<file path="src/rtl/mem_arb_pkg.sv">
// ============================================================================
// Module      : mem_arb_pkg
// Description : Shared types and constants for the memory port arbiter:
//               FSM state encoding, port owner encoding and latency limits.
// Revision    : 1.0 - initial release
// ============================================================================
`default_nettype none

package mem_arb_pkg;

    // Largest supported memory read latency, in cycles
    localparam int MEM_LAT_MAX = 4;

    // Width of the WAIT-state down-counter (counts MEM_LAT-1 .. 0)
    localparam int LAT_CNT_W = $clog2(MEM_LAT_MAX);

    typedef enum logic [1:0] {
        ST_IDLE  = 2'd0,
        ST_ISSUE = 2'd1,
        ST_WAIT  = 2'd2,
        ST_RESP  = 2'd3
    } state_t;

    typedef enum logic {
        OWN_IF = 1'b0,
        OWN_LS = 1'b1
    } owner_t;

endpackage

`default_nettype wire

</file>
<file path="src/rtl/mem_port_arbiter_if.sv">
// ============================================================================
// Module      : mem_port_arbiter_if
// Description : Bundles the fetch port, the load/store port and the shared
//               memory port. "master" is the requester/memory side, "slave"
//               is the arbiter side.
// Revision    : 1.0 - initial release
// ============================================================================
`default_nettype none

interface mem_port_arbiter_if;

    // Fetch port
    logic        if_req;
    logic [31:0] if_addr;
    logic        if_gnt;
    logic        if_rvalid;
    logic [31:0] if_rdata;

    // Load/store port
    logic        ls_req;
    logic        ls_we;
    logic [31:0] ls_addr;
    logic [31:0] ls_wdata;
    logic        ls_gnt;
    logic        ls_rvalid;
    logic [31:0] ls_rdata;

    // Memory port
    logic [31:0] mem_addr;
    logic        mem_wr;
    logic [31:0] mem_din;
    logic [31:0] mem_dout;

    modport master (
        output if_req, if_addr,
        input  if_gnt, if_rvalid, if_rdata,
        output ls_req, ls_we, ls_addr, ls_wdata,
        input  ls_gnt, ls_rvalid, ls_rdata,
        input  mem_addr, mem_wr, mem_din,
        output mem_dout
    );

    modport slave (
        input  if_req, if_addr,
        output if_gnt, if_rvalid, if_rdata,
        input  ls_req, ls_we, ls_addr, ls_wdata,
        output ls_gnt, ls_rvalid, ls_rdata,
        output mem_addr, mem_wr, mem_din,
        input  mem_dout
    );

endinterface

`default_nettype wire

</file>
<file path="src/rtl/mem_arb_rr.sv">
// ============================================================================
// Module      : mem_arb_rr
// Description : Two-way round-robin pick. A lone requester wins; on a tie the
//               port that did not own the last access wins.
// Revision    : 1.0 - initial release
// ============================================================================
`default_nettype none

module mem_arb_rr
    import mem_arb_pkg::*;
(
    input  logic   if_req,
    input  logic   ls_req,
    input  owner_t last_owner,
    output owner_t winner
);

    // Winner selection; the result is ignored by the caller when nobody requests
    always_comb begin
        winner = OWN_IF;
        if (if_req && ls_req) begin
            winner = (last_owner == OWN_IF) ? OWN_LS : OWN_IF;
        end else if (ls_req) begin
            winner = OWN_LS;
        end
    end

endmodule

`default_nettype wire

</file>
<file path="src/rtl/mem_port_arbiter.sv">
// ============================================================================
// Module      : mem_port_arbiter
// Description : Shares one single-ported memory between a fetch port and a
//               load/store port. IDLE picks a winner, ISSUE drives the access
//               for one cycle, WAIT covers MEM_LAT read cycles, RESP returns
//               the completion pulse. All outputs are registered.
//               Optional build macro MEM_PORT_ARBITER_ALIGN_CHK_EN: requests
//               with addr[1:0] != 0 bypass the memory and complete with
//               rdata = 0 and an align_err pulse.
// Revision    : 1.0 - initial release
// ============================================================================
`default_nettype none

module mem_port_arbiter
    import mem_arb_pkg::*;
#(
    parameter int MEM_LAT = 1   // legal range 1..MEM_LAT_MAX
) (
    input  logic              clk,
    input  logic              rst_n,
    mem_port_arbiter_if.slave bus,
    output logic              busy
`ifdef MEM_PORT_ARBITER_ALIGN_CHK_EN
    ,
    output logic              align_err
`endif
);

    state_t                 r_state;
    owner_t                 r_owner;
    owner_t                 r_last_owner;
    owner_t                 w_winner;
    logic                   r_we;
    logic [LAT_CNT_W-1:0]   r_wait_cnt;
    logic                   w_any_req;
    logic [31:0]            w_req_addr;
    logic [31:0]            w_req_wdata;
    logic                   w_req_we;

    assign w_any_req = bus.if_req | bus.ls_req;

    mem_arb_rr u_rr (
        .if_req     (bus.if_req),
        .ls_req     (bus.ls_req),
        .last_owner (r_last_owner),
        .winner     (w_winner)
    );

    // Mux the winning port's request fields; the fetch port never writes
    always_comb begin
        w_req_addr  = bus.if_addr;
        w_req_wdata = 32'd0;
        w_req_we    = 1'b0;
        if (w_winner == OWN_LS) begin
            w_req_addr  = bus.ls_addr;
            w_req_wdata = bus.ls_wdata;
            w_req_we    = bus.ls_we;
        end
    end

`ifdef MEM_PORT_ARBITER_ALIGN_CHK_EN
    logic w_misaligned;
    assign w_misaligned = |w_req_addr[1:0];
`endif

    // Arbitration FSM; pulse outputs default low every cycle
    always_ff @(posedge clk or negedge rst_n) begin
        if (!rst_n) begin
            r_state       <= ST_IDLE;
            r_owner       <= OWN_IF;
            r_last_owner  <= OWN_LS;   // so the fetch port wins the first tie
            r_we          <= 1'b0;
            r_wait_cnt    <= '0;
            busy          <= 1'b0;
            bus.if_gnt    <= 1'b0;
            bus.if_rvalid <= 1'b0;
            bus.if_rdata  <= 32'd0;
            bus.ls_gnt    <= 1'b0;
            bus.ls_rvalid <= 1'b0;
            bus.ls_rdata  <= 32'd0;
            bus.mem_addr  <= 32'd0;
            bus.mem_wr    <= 1'b0;
            bus.mem_din   <= 32'd0;
`ifdef MEM_PORT_ARBITER_ALIGN_CHK_EN
            align_err     <= 1'b0;
`endif
        end else begin
            bus.if_gnt    <= 1'b0;
            bus.ls_gnt    <= 1'b0;
            bus.if_rvalid <= 1'b0;
            bus.ls_rvalid <= 1'b0;
            bus.mem_wr    <= 1'b0;
`ifdef MEM_PORT_ARBITER_ALIGN_CHK_EN
            align_err     <= 1'b0;
`endif
            case (r_state)
                ST_IDLE: begin
                    if (w_any_req) begin
                        r_owner      <= w_winner;
                        r_we         <= w_req_we;
                        busy         <= 1'b1;
                        bus.mem_addr <= w_req_addr;
                        bus.mem_din  <= w_req_wdata;
`ifdef MEM_PORT_ARBITER_ALIGN_CHK_EN
                        if (w_misaligned) begin
                            r_state   <= ST_RESP;
                            align_err <= 1'b1;
                            if (w_winner == OWN_LS) begin
                                bus.ls_rvalid <= 1'b1;
                                bus.ls_rdata  <= 32'd0;
                            end else begin
                                bus.if_rvalid <= 1'b1;
                                bus.if_rdata  <= 32'd0;
                            end
                        end else
`endif
                        begin
                            r_state    <= ST_ISSUE;
                            bus.mem_wr <= w_req_we;
                            if (w_winner == OWN_LS) begin
                                bus.ls_gnt <= 1'b1;
                            end else begin
                                bus.if_gnt <= 1'b1;
                            end
                        end
                    end
                end

                ST_ISSUE: begin
                    if (r_we) begin
                        // Stores complete straight away with rdata forced to 0
                        r_state <= ST_RESP;
                        if (r_owner == OWN_LS) begin
                            bus.ls_rvalid <= 1'b1;
                            bus.ls_rdata  <= 32'd0;
                        end else begin
                            bus.if_rvalid <= 1'b1;
                            bus.if_rdata  <= 32'd0;
                        end
                    end else begin
                        r_state    <= ST_WAIT;
                        r_wait_cnt <= LAT_CNT_W'(MEM_LAT - 1);
                    end
                end

                ST_WAIT: begin
                    if (r_wait_cnt == '0) begin
                        r_state <= ST_RESP;
                        if (r_owner == OWN_LS) begin
                            bus.ls_rvalid <= 1'b1;
                            bus.ls_rdata  <= bus.mem_dout;
                        end else begin
                            bus.if_rvalid <= 1'b1;
                            bus.if_rdata  <= bus.mem_dout;
                        end
                    end else begin
                        r_wait_cnt <= r_wait_cnt - LAT_CNT_W'(1);
                    end
                end

                ST_RESP: begin
                    r_state      <= ST_IDLE;
                    r_last_owner <= r_owner;
                    busy         <= 1'b0;
                end

                default: begin
                    r_state <= ST_IDLE;
                    busy    <= 1'b0;
                end
            endcase
        end
    end

endmodule

`default_nettype wire

</file>
<file path="src/flat_wrapper.sv">
// flat-port wrapper written by rule: the top's interface ports become plain ports
module mem_port_arbiter_flat import mem_arb_pkg::*;
#(
    parameter int MEM_LAT = 1                                
)
  (clk, rst_n, busy, bus_if_req, bus_if_addr, bus_if_gnt, bus_if_rvalid, bus_if_rdata, bus_ls_req, bus_ls_we, bus_ls_addr, bus_ls_wdata, bus_ls_gnt, bus_ls_rvalid, bus_ls_rdata, bus_mem_addr, bus_mem_wr, bus_mem_din, bus_mem_dout);
  mem_port_arbiter_if bus_i ();
  input  logic clk;
  input  logic rst_n;
  output logic busy;
  input wire logic [$bits(bus_i.if_req)-1:0] bus_if_req;
  input wire logic [$bits(bus_i.if_addr)-1:0] bus_if_addr;
  output wire logic [$bits(bus_i.if_gnt)-1:0] bus_if_gnt;
  output wire logic [$bits(bus_i.if_rvalid)-1:0] bus_if_rvalid;
  output wire logic [$bits(bus_i.if_rdata)-1:0] bus_if_rdata;
  input wire logic [$bits(bus_i.ls_req)-1:0] bus_ls_req;
  input wire logic [$bits(bus_i.ls_we)-1:0] bus_ls_we;
  input wire logic [$bits(bus_i.ls_addr)-1:0] bus_ls_addr;
  input wire logic [$bits(bus_i.ls_wdata)-1:0] bus_ls_wdata;
  output wire logic [$bits(bus_i.ls_gnt)-1:0] bus_ls_gnt;
  output wire logic [$bits(bus_i.ls_rvalid)-1:0] bus_ls_rvalid;
  output wire logic [$bits(bus_i.ls_rdata)-1:0] bus_ls_rdata;
  output wire logic [$bits(bus_i.mem_addr)-1:0] bus_mem_addr;
  output wire logic [$bits(bus_i.mem_wr)-1:0] bus_mem_wr;
  output wire logic [$bits(bus_i.mem_din)-1:0] bus_mem_din;
  input wire logic [$bits(bus_i.mem_dout)-1:0] bus_mem_dout;
  assign bus_i.if_req = bus_if_req;
  assign bus_i.if_addr = bus_if_addr;
  assign bus_if_gnt = bus_i.if_gnt;
  assign bus_if_rvalid = bus_i.if_rvalid;
  assign bus_if_rdata = bus_i.if_rdata;
  assign bus_i.ls_req = bus_ls_req;
  assign bus_i.ls_we = bus_ls_we;
  assign bus_i.ls_addr = bus_ls_addr;
  assign bus_i.ls_wdata = bus_ls_wdata;
  assign bus_ls_gnt = bus_i.ls_gnt;
  assign bus_ls_rvalid = bus_i.ls_rvalid;
  assign bus_ls_rdata = bus_i.ls_rdata;
  assign bus_mem_addr = bus_i.mem_addr;
  assign bus_mem_wr = bus_i.mem_wr;
  assign bus_mem_din = bus_i.mem_din;
  assign bus_i.mem_dout = bus_mem_dout;
  mem_port_arbiter #(.MEM_LAT(MEM_LAT)) u_core (.clk(clk), .rst_n(rst_n), .bus(bus_i), .busy(busy));
endmodule
</file>
<file path="config.mk">
export PLATFORM = sky130hd
export DESIGN_NAME = mem_port_arbiter_flat
export DESIGN_NICKNAME = d
export VERILOG_FILES = /design/src/rtl/mem_arb_pkg.sv /design/src/rtl/mem_port_arbiter_if.sv /design/src/rtl/mem_arb_rr.sv /design/src/rtl/mem_port_arbiter.sv /design/src/flat_wrapper.sv
export SDC_FILE = /design/constraint.sdc
export NUM_CORES = 1
export LEC_CHECK = 0
export ABC_AREA = 1
export BUFFER_PORTS_ARGS = -buffer_cell sky130_fd_sc_hd__buf_2
export CAP_MARGIN = 20
export CORE_UTILIZATION = 48
export CTS_CLUSTER_DIAMETER = 200
export DETAILED_ROUTE_END_ITERATION = 10
export PLACE_DENSITY = 0.9
export SETUP_SLACK_MARGIN = 0.2
export SLEW_MARGIN = 20
export SYNTH_ARGS = -nofsm -noshare
export SYNTH_HDL_FRONTEND = slang
export SYNTH_SLANG_ARGS = --single-unit
</file>
<file path="constraint.sdc">
create_clock -name clk -period 1.6 [get_ports clk]
set_input_delay 0.24 -clock clk [delete_from_list [all_inputs] [get_ports clk]]
set_output_delay 0.24 -clock clk [all_outputs]
set_load 0.02 [all_outputs]
</file>
==> flow_metrics.tcl, run 1 <==
set metrics [dict create \
    status "completed" \
    route.detailed.drc 0 \
    grt_pass1_wl_mm 30.36 \
    final_common_cell "buf_2" \
    synth_area_leader_cell "dfrtp_1" \
    maxCapViolations 0 \
    synth.distinct_cells 24 \
    drive_gt1_share_pct 46.48 \
    wl_per_cell_um 20.36 \
    powerDensity_nw_per_um2 2278 \
    place_congestion 0.8522 \
    antenna_found_initial 1 \
    worst_slew_pin_slew_ps 423.1 \
    synth.cell_area_um2 6259 \
    dp_hpwl_mm 12.76 \
    slew_viol_final 0 \
    synth-async-reset-ratio_pct 100.0 \
    worst-setup-path-type "flop to flop" \
    crit_arrival_ps 1860 \
    clock_sinks 141 \
    rsz0062_at_grt "yes" \
    fmax_mhz 639.6 \
    cts_tree "built" \
    required_ps 1900 \
    drt_first_iter_violations 715 \
    period_share_pct 97.71 \
    setup_viol_count_final 0 \
    startpoint_type "flop" \
    peakVddDrop_v 0.001147 \
    track_usage_pct 30.01 \
    pre_cts_slack_ps 49.19 \
    ys_ff_latch 141 \
    design.portCount 267 \
    cp_max_fo 16 \
    yosys-top-cells-area "dfrtp_1, nand2_1, nand3_1" \
    yosysSeqAreaShare_pct 56.40 \
    area_delta_synth_final_pct 58.22 \
    fillers 773 \
    layout_common_cells "buf_2, nand2_1, dfrtp_1, nand3_1, nand3_2" \
    yosys_warnings 0 \
    met3_usage_pct 7.473 \
    grtUsageMet2_pct 53.53 \
    slew_headroom_pct 71.68 \
    hold_path_depth 3 \
    place_area_um2 7810 \
    grt_start_max_net_pins 58 \
    wl_mm 24.90 \
    num_vias 6926 \
    clockBufferDepth 2 \
    synth_top_cell_area_share_pct 55.98 \
    hold_viol 0 \
    numPortBuffers 266 \
    finalCriticalPeriod_ps 1563 \
    dieArea_um2 13500 \
    synth_edf_count 0 \
    postRouteAntennaNets 0 \
    seq_area_um2 3532 \
    viasPerCell 5.663 \
    reg2regPathDepth 7 \
    final_net_count 1178 \
    design_area_um2 9902 \
    cts_root_buffer "clkbuf_16" \
    clk_pin_slew_ps 60 \
    setup_tns_ps 0 \
    gr-total-overflow 0 \
    die_h_um 116.2 \
    die_x_um 116.2 \
    grt_busiest_layer "met2" \
    worst_slack_ps 36.60 \
    global_route.usage.met1_pct 33.56 \
    skew_ps 6.012 \
    hp-class "input pin to flop" \
    htree_levels 4 \
    synthCells 736 \
    first_global_vias 6042 \
    synth_ff_type "dfrtp_1" \
    cts_buffers 17 \
    leakage_nw 5.659 \
    rows 41 \
    synth.avg_cell_area_um2 8.503 \
    syn_nets 875 \
    firstDrtPassIters 5 \
    insertion_delay_ps 420 \
    multi_input_area_um2 2859 \
    critPathCaptureType "flop" \
    core_um2 12670 \
    initial_core_util_pct 49.39 \
]
==> stage by stage <==
| stage | util, % | total power [mW] | std cells | hold WS, ps |
|---|---|---|---|---|
| 6_report | 78.15 | 22.56 | 1223 | 21.16 |
| 5_1_grt | 78.15 | 23.52 | 1223 | 16.27 |
| 4_1_cts | 69.79 | 19.76 | 1194 | 4.492 |
| 3_5_place_dp | 61.64 | 14.17 | 1145 | 53.93 |
| 3_3_place_gp | 61.64 | 13.92 | 1145 | 54.64 |
| 2_1_floorplan | - | 11.32 | 736 | -55.59 |
==> cell families (layout without fill, tap and decap cells) <==
group | Yosys count | in the layout | share of synthesized area [%]
buffers and inverters | 94 | 407 | 7.577
DFF | 141 | 141 | 56.40
AOI/OAI and AO/OA | 11 | 12 | 1.379
other | 0 | 1 | 0
and+or+nand+nor | 484 | 484 | 33.45
adders and majority gates | 6 | 6 | 1.199
==> metal layers <==
metal  vias to the layer above  part of all wire, %
met5                         -                    0
met1                      3268                   33
met3                       127                  9.3
met2                       542                   52
li1                       2989                    -
met4                         0                  5.6
==> worst max-delay path, stage by stage (launching register included) <==
cell and delay [ps]:
dfrtp_2 440, buf_6 130, ha_4 180, a21oi_4 230, nand2_4 140, buf_16 190, nand2_1 80, nand2_1 60
==> synthesized netlist by cell type, types with 2 or more instances <==
library cell and count:
inv_2 3, o21ai_0 3, nand2_1 308, inv_1 41
a21oi_1 3, nand4_1 32, a21oi_4 2, buf_2 22
nand3_1 131, buf_1 2, nor2_1 4, clkbuf_1 7
dfrtp_1 140, nand2_2 5, buf_6 6, ha_1 6
buf_4 13, nor2_4 2
==> final timing paths <==
| kind | to | slack (ps) | startpoint |
|---|---|---|---|
| max | u_core.bus.ls_rdata[6] | 40 | u_core.r_state[1] |
| min | u_core.bus.mem_din[11] | 20 | bus_ls_wdata[11] |
| max reg2reg | u_core.bus.ls_rdata[6] | 40 | u_core.r_state[1] |
| min reg2reg | u_core.bus.if_rdata[16] | 470 | u_core.bus.if_rdata[16] |
| max in group asynchronous | u_core.bus.mem_addr[21] | 770 | rst_n |
| min in group asynchronous | u_core.bus.if_rdata[15] | 210 | rst_n |
==> flip-flops by register name (all words and copies together) (netlist names) <==
| register | cells |
|---|---|
| u_core.bus.if_rvalid | 1 |
| u_core.bus.if_gnt | 1 |
| u_core.bus.ls_gnt | 1 |
| u_core.bus.ls_rdata | 32 |
| u_core.r_state | 2 |
| u_core.bus.mem_addr | 32 |
| u_core.r_last_owner | 1 |
| u_core.r_owner | 1 |
| u_core.bus.if_rdata | 32 |
| u_core.r_wait_cnt | 2 |
| u_core.bus.ls_rvalid | 1 |
| u_core.bus.mem_din | 32 |
| u_core.r_we | 1 |
| u_core.busy | 1 |
| u_core.bus.mem_wr | 1 |
==> where the power goes <==
part,internal [mW],leakage (nW),switching [mW]
sequential,5.02,1.84,1.02
clock,2.80,0.307,1.53
combinational,4.86,3.52,7.34
==> final cells by class <==
cell class | instances | share of cell area [%]
Antenna cell | 1 | 0.02527
Clock buffer | 20 | 4.511
Clock inverter | 10 | 1.908
Inverter | 44 | 1.744
Multi-Input combinational cell | 502 | 28.87
Sequential cell | 141 | 35.67
Tap cell | 172 | 2.173
Timing Repair Buffer | 333 | 25.09
==> timing repair <==
action | in CTS | in global routing
resized for setup | 39 | 137
endpoints found under the hold margin | 140 | 0
pin swaps | 8 | 33
cloned | 6 | 20
setup endpoints to repair | 134 | 137
hold buffers | 1 | 0
buffers inserted | 12 | 8
Note: power is estimated with default switching activity, not from simulation.
==> inputs of run 2 (changes only) <==
Settings changed: GPL_TIMING_DRIVEN from default to 0.
==> run 2 against run 1 <==
Sequential power down 3%. Wire length shrank 12%. Clock power fell by 3%. Largest cell class unchanged. Combinational power is 14% lower. Global-route usage increased by 0.54 points. Non-clock buffer count grew 12. Clock-buffer cell count shrank 1. Design area down 6.9%. Sequential cell count unchanged. Critical path depth grew 1. Setup slack improved by 0.52 ps. Power fell by 8.6%.
==> flow_metrics.tcl, run 2 (synthesis results as in run 1) <==
set metrics [dict create \
    status "completed" \
    wl_mm 21.88 \
    peakVddDrop_v 0.001092 \
    postRouteAntennaNets 0 \
    crit_arrival_ps 1920 \
    fillers 860 \
    cp_num_buf_inv 4 \
    htree_levels 4 \
    fmax_mhz 639.8 \
    track_usage_pct 30.55 \
    place_congestion 0.8890 \
    viasPerCell 5.385 \
    required_ps 1950 \
    internal-power_mw 11.54 \
    insertion_delay_ps 430 \
    reg2regPathDepth 8 \
    multi_input_area_um2 2510 \
    layout_common_cells "nand2_1, buf_2, dfrtp_1, nand3_1, inv_1" \
    slew_headroom_pct 62.92 \
    grt_start_max_net_pins 72 \
    gr-total-overflow 0 \
    final_net_count 1189 \
    grtUsageMet2_pct 52.26 \
    die_h_um 116.2 \
    die_x_um 116.2 \
    seqPwrFrac_pct 28.4 \
    period_share_pct 97.68 \
    slowest_delay_ps 440 \
    clockBufferDepth 2 \
    num_vias 6661 \
    core_um2 12670 \
    power.share.clock_pct 20.5 \
    finalCriticalPeriod_ps 1563 \
    drive_gt1_share_pct 40.36 \
    hold_path_depth 3 \
    path_cells "inv_2 > ha_2 > buf_6 > inv_4 > nor2_4 > buf_6 > nand3_1 > nand3_1" \
    power_mw 20.61 \
    hold_viol 0 \
    hp-start "bus_ls_wdata[21]" \
    skew_ps 12.70 \
    grt_busiest_layer "met2" \
    rows 41 \
    hp-class "input pin to flop" \
    final_core_util_pct 72.77 \
    slew_viol_final 0 \
    area_delta_synth_final_pct 47.32 \
    switching_share_pct 44.01 \
    worst_slew_pin_slew_ps 556.3 \
    r2r_slack_ps 40 \
    startpoint_type "flop" \
    seq_area_um2 3531 \
    firstDrtPassIters 5 \
    global_route.usage.met1_pct 33.17 \
    cts_buffers 17 \
    numPortBuffers 265 \
    first_global_vias 6264 \
    cts_tree "built" \
    initial_core_util_pct 49.39 \
    clk_pin_slew_ps 60 \
    dieArea_um2 13500 \
    setup_viol_count_final 0 \
    min_to "u_core.bus.mem_din[21]" \
    critPathCaptureType "flop" \
    clock_sinks 141 \
    antenna_found_initial 2 \
    r2r_start "u_core.r_state[1]" \
    r2r_end "u_core.bus.mem_addr[30]" \
    whs_ps 3.468 \
    design.portCount 267 \
    final_common_cell "nand2_1" \
    cts_root_buffer "clkbuf_16" \
    pwr-share-comb_pct 51.1 \
    powerDensity_nw_per_um2 2236 \
    rsz0062_at_grt "yes" \
    route.detailed.drc 0 \
    cp_max_fo 10 \
    leakage_nw 5.408 \
    met3_usage_pct 9.081 \
    drt_first_iter_violations 639 \
    critPathSlowestCell "dfrtp_2" \
    maxCapViolations 0 \
    wl_per_cell_um 17.69 \
    critPathTopFamily "buffers and inverters" \
    worst-setup-path-type "flop to flop" \
    grt_pass1_wl_mm 30.86 \
    switching_power_mw 9.071 \
    dp_hpwl_mm 14.01 \
]
-- run 2: power by group through the flow --
| stage | Sequential [mW] | Clock, mW | Combinational, mW |
|---|---|---|---|
| 6_report | 5.86 | 4.22 | 10.5 |
| 5_1_grt | 5.97 | 4.40 | 11.3 |
| 4_1_cts | 5.81 | 4.23 | 9.66 |
| 3_5_place_dp | 5.83 | 0 | 8.46 |
| 3_3_place_gp | 5.79 | 0 | 8.25 |
| 2_1_floorplan | 7.43 | 0 | 3.88 |
-- run 2: worst max path at each step --
| stage | startpoint | end | slack [ps] | cells past startpoint |
|---|---|---|---|---|
| after floorplan | u_core.r_state[0] | u_core.bus.mem_addr[22] | 190 | 8 |
| after global placement | rst_n | u_core.bus.mem_din[10] | -1660 | 1 |
| after CTS | u_core.r_state[0] | u_core.bus.if_rdata[9] | 110 | 7 |
| final | u_core.r_state[1] | u_core.bus.mem_addr[30] | 40 | 8 |
| after global routing | u_core.r_state[0] | u_core.bus.ls_rdata[1] | -60 | 6 |
| after detailed placement | u_core.r_state[1] | u_core.bus.mem_addr[14] | -90 | 8 |
-- run 2: final cells by class --
class / instances / share of cell area [%]
Sequential cell: 141 / 38.30
Timing Repair Buffer: 295 / 18.13
Buffer: 50 / 5.306
Multi-Input combinational cell: 501 / 27.22
Clock buffer: 19 / 4.912
Tap cell: 172 / 2.334
Clock inverter: 13 / 1.927
Antenna cell: 2 / 0.05428
Inverter: 44 / 1.818
-- run 2: tightest hold or removal path: cells and delay by family --
family,cells,cell delay (ps)
buf+inv,1,70
simple gates,2,80
-- run 2: metrics by stage --
stage                     cell area (um2)  worst slack [ps]  std cells  TNS, ps
final                                9220             37.13       1237        0
after global routing                 9220            -56.34       1237   -256.2
after CTS                            8921             114.6       1228        0
after detailed placement             7868            -94.45       1174    -3701
after global placement               7830             -1662       1173  -232900
after floorplan                      6289             189.3        736        0
-- run 2: what timing repair did --
item,4_1_cts,5_1_grt
pin swaps,9,12
cloned,2,5
hold endpoints to repair,71,0
endpoints found under the setup margin,137,139
resized for setup,59,54
hold buffers,2,0
setup buffers,18,2
-- run 2: layer usage --
metal  vias to the layer above  share of wire (%)
li1                       2995                  -
met3                        91                9.0
met2                       442                 50
met5                         -                  0
met1                      3133                 35
met4                         0                5.7
==> inputs of run 3 (changes only) <==
Settings changed: CORE_MARGIN from default to 2.
==> run 3 against run 2 <==
The run now ends with setup timing left. Power grew 11%. Register-to-register slack lost 70 ps. Clock-buffer cell count is the same. Global-route usage grew 0.80 points. Design area grew 9.7%. Utilization grew 7.1 points. Setup slack lost 66 ps.
==> flow_metrics.tcl, run 3 (synthesis results as in run 1) <==
set metrics [dict create \
    worst_slack_ps -28.99 \
    die_h_um 118.2 \
    cpMostUsedCell "buf_6" \
    track_usage_pct 31.35 \
    antenna_found_initial 2 \
    finalCriticalPeriod_ps 1629 \
    status "complete, but fails checks" \
    insertion_delay_ps 430 \
    leakage_nw 5.749 \
    crit_arrival_ps 1990 \
    area_delta_synth_final_pct 61.68 \
    pre_cts_slack_ps -173.0 \
    final_common_cell "buf_2" \
    htree_levels 4 \
    hold_path_depth 3 \
    fmax_mhz 613.9 \
    maxCapViolations 0 \
    gr-total-overflow 0 \
    slew_viol_final 0 \
    cts_root_buffer "clkbuf_16" \
    worst-setup-path-type "flop to flop" \
    wl_mm 25.37 \
    core_um2 12670 \
    grt_pass1_wl_mm 34.04 \
    clk_pin_slew_ps 60 \
    startpoint_type "flop" \
    powerDensity_nw_per_um2 2256 \
    reg2regPathDepth 10 \
    grt_start_max_net_pins 104 \
    design_area_um2 10120 \
    viasPerCell 5.667 \
    numPortBuffers 265 \
    first_global_vias 6536 \
    layout_common_cells "buf_2, nand2_1, dfrtp_1, nand2_2, nand3_1" \
    violations "setup timing" \
    critPathCaptureType "flop" \
    worst_slew_pin_slew_ps 533.7 \
    crit_cells 10 \
    critPathTopFamily "buffers and inverters" \
    rsz0062_at_grt "yes" \
    cp_num_buf_inv 6 \
    drt_first_iter_violations 656 \
    clockBufferDepth 2 \
    required_ps 1960 \
    die_x_um 118.2 \
    hp-class "input pin to flop" \
    whs_ps 16.32 \
    clock_sinks 141 \
    initial_core_util_pct 49.39 \
    path_cells "inv_2 > buf_6 > ha_4 > buf_8 > inv_6 > nor2_4 > buf_6 > buf_6 > nand3_2 > nand3_1" \
    place_congestion 0.9258 \
    skew_ps 7.474 \
    num_vias 7158 \
    critPathSlowestCell "dfrtp_2" \
    design.portCount 267 \
    place_area_um2 7868 \
    slowest_delay_ps 440 \
    dieArea_um2 13970 \
    drive_gt1_share_pct 53.35 \
    dp_hpwl_mm 14.17 \
    cts_buffers 17 \
    peakVddDrop_v 0.001250 \
    rows 41 \
    cp_max_fo 6 \
    slew_headroom_pct 64.42 \
    setup_viol_count_final 2 \
    cts_tree "built" \
    period_share_pct 101.8 \
    hold_viol 0 \
    setup_tns_ps -34.00 \
    wl_per_cell_um 20.08 \
    route.detailed.drc 0 \
    final_net_count 1215 \
    postRouteAntennaNets 0 \
    firstDrtPassIters 6 \
]
## run 3: changes by cell type in the layout (fill, tap and decap cells not counted), moves of 3 or more
cell	change
nand3_1	-14
nand2_4	+21
dlygate4sd3_1	+4
nand3_4	-3
buf_2	-4
buf_8	+11
nand3_2	+17
inv_1	-5
buf_6	+8
nand2_1	-111
inv_2	+5
nand2_2	+88
## run 3: worst paths after layout
check | from | end | slack, ps
min in group asynchronous | rst_n | u_core.bus.if_rdata[7] | 290
max in group asynchronous | rst_n | u_core.r_state[1] | 460
min reg2reg | u_core.bus.ls_rdata[17] | u_core.bus.ls_rdata[17] | 480
max | u_core.r_state[1] | u_core.bus.mem_addr[17] | -30
min | bus_ls_wdata[29] | u_core.bus.mem_din[29] | 20
max reg2reg | u_core.r_state[1] | u_core.bus.mem_addr[17] | -30
## run 3: area by class of cell
type                       count  area [um2]
clock buffer                  19       442.9
inverter                      44       170.2
sequential                   141        3531
buffer                        50       521.8
timing repair buffer         321        2032
tap                          172       215.2
fill                         701        2552
antenna                        2       5.005
clock inverter                13       211.5
multi-input combinational    501        2989
## run 3: where the power goes
part | switching [mW] | leakage, nW | internal, mW | total, mW
Sequential | 1.08 | 1.84 | 5.02 | 6.09
Combinational | 7.37 | 3.59 | 4.94 | 12.3
Clock | 1.61 | 0.318 | 2.82 | 4.43
## run 3: worst reg2reg max path, stage by stage, from the launching register on
cell and delay, ps:
dfrtp_2 440, inv_2 110, buf_6 100, ha_4 120, buf_8 130, inv_6 50, nor2_4 140, buf_6 150
buf_6 140, nand3_2 80, nand3_1 120
## run 3: layer usage
layer,wire length (um),GRT usage (%),vias to the layer above,part of all wire (%)
li1,-,-,3051,-
met1,8520,36.44,3421,34
met2,12990,53.50,567,51
met3,2348,7.963,119,9.3
met4,1503,16.11,0,5.9
met5,0,0,-,0
## run 3: timing repair
action / 4_1_cts / 5_1_grt
hold buffers: 6 / 0
buffers inserted: 30 / 3
pin swaps: 9 / 34
cloned: 13 / 3
resized for setup: 105 / 202
endpoints found under the hold margin: 43 / 0
setup endpoints to repair: 135 / 139
## run 3: stage by stage
| step | instances | util (%) | power [mW] |
|---|---|---|---|
| floorplan | 736 | - | 11.32 |
| global placement | 1173 | 61.80 | 14.02 |
| detailed placement | 1174 | 62.09 | 14.26 |
| CTS | 1255 | 73.69 | 20.72 |
| global route | 1263 | 79.86 | 23.79 |
| finish | 1263 | 79.86 | 22.82 |
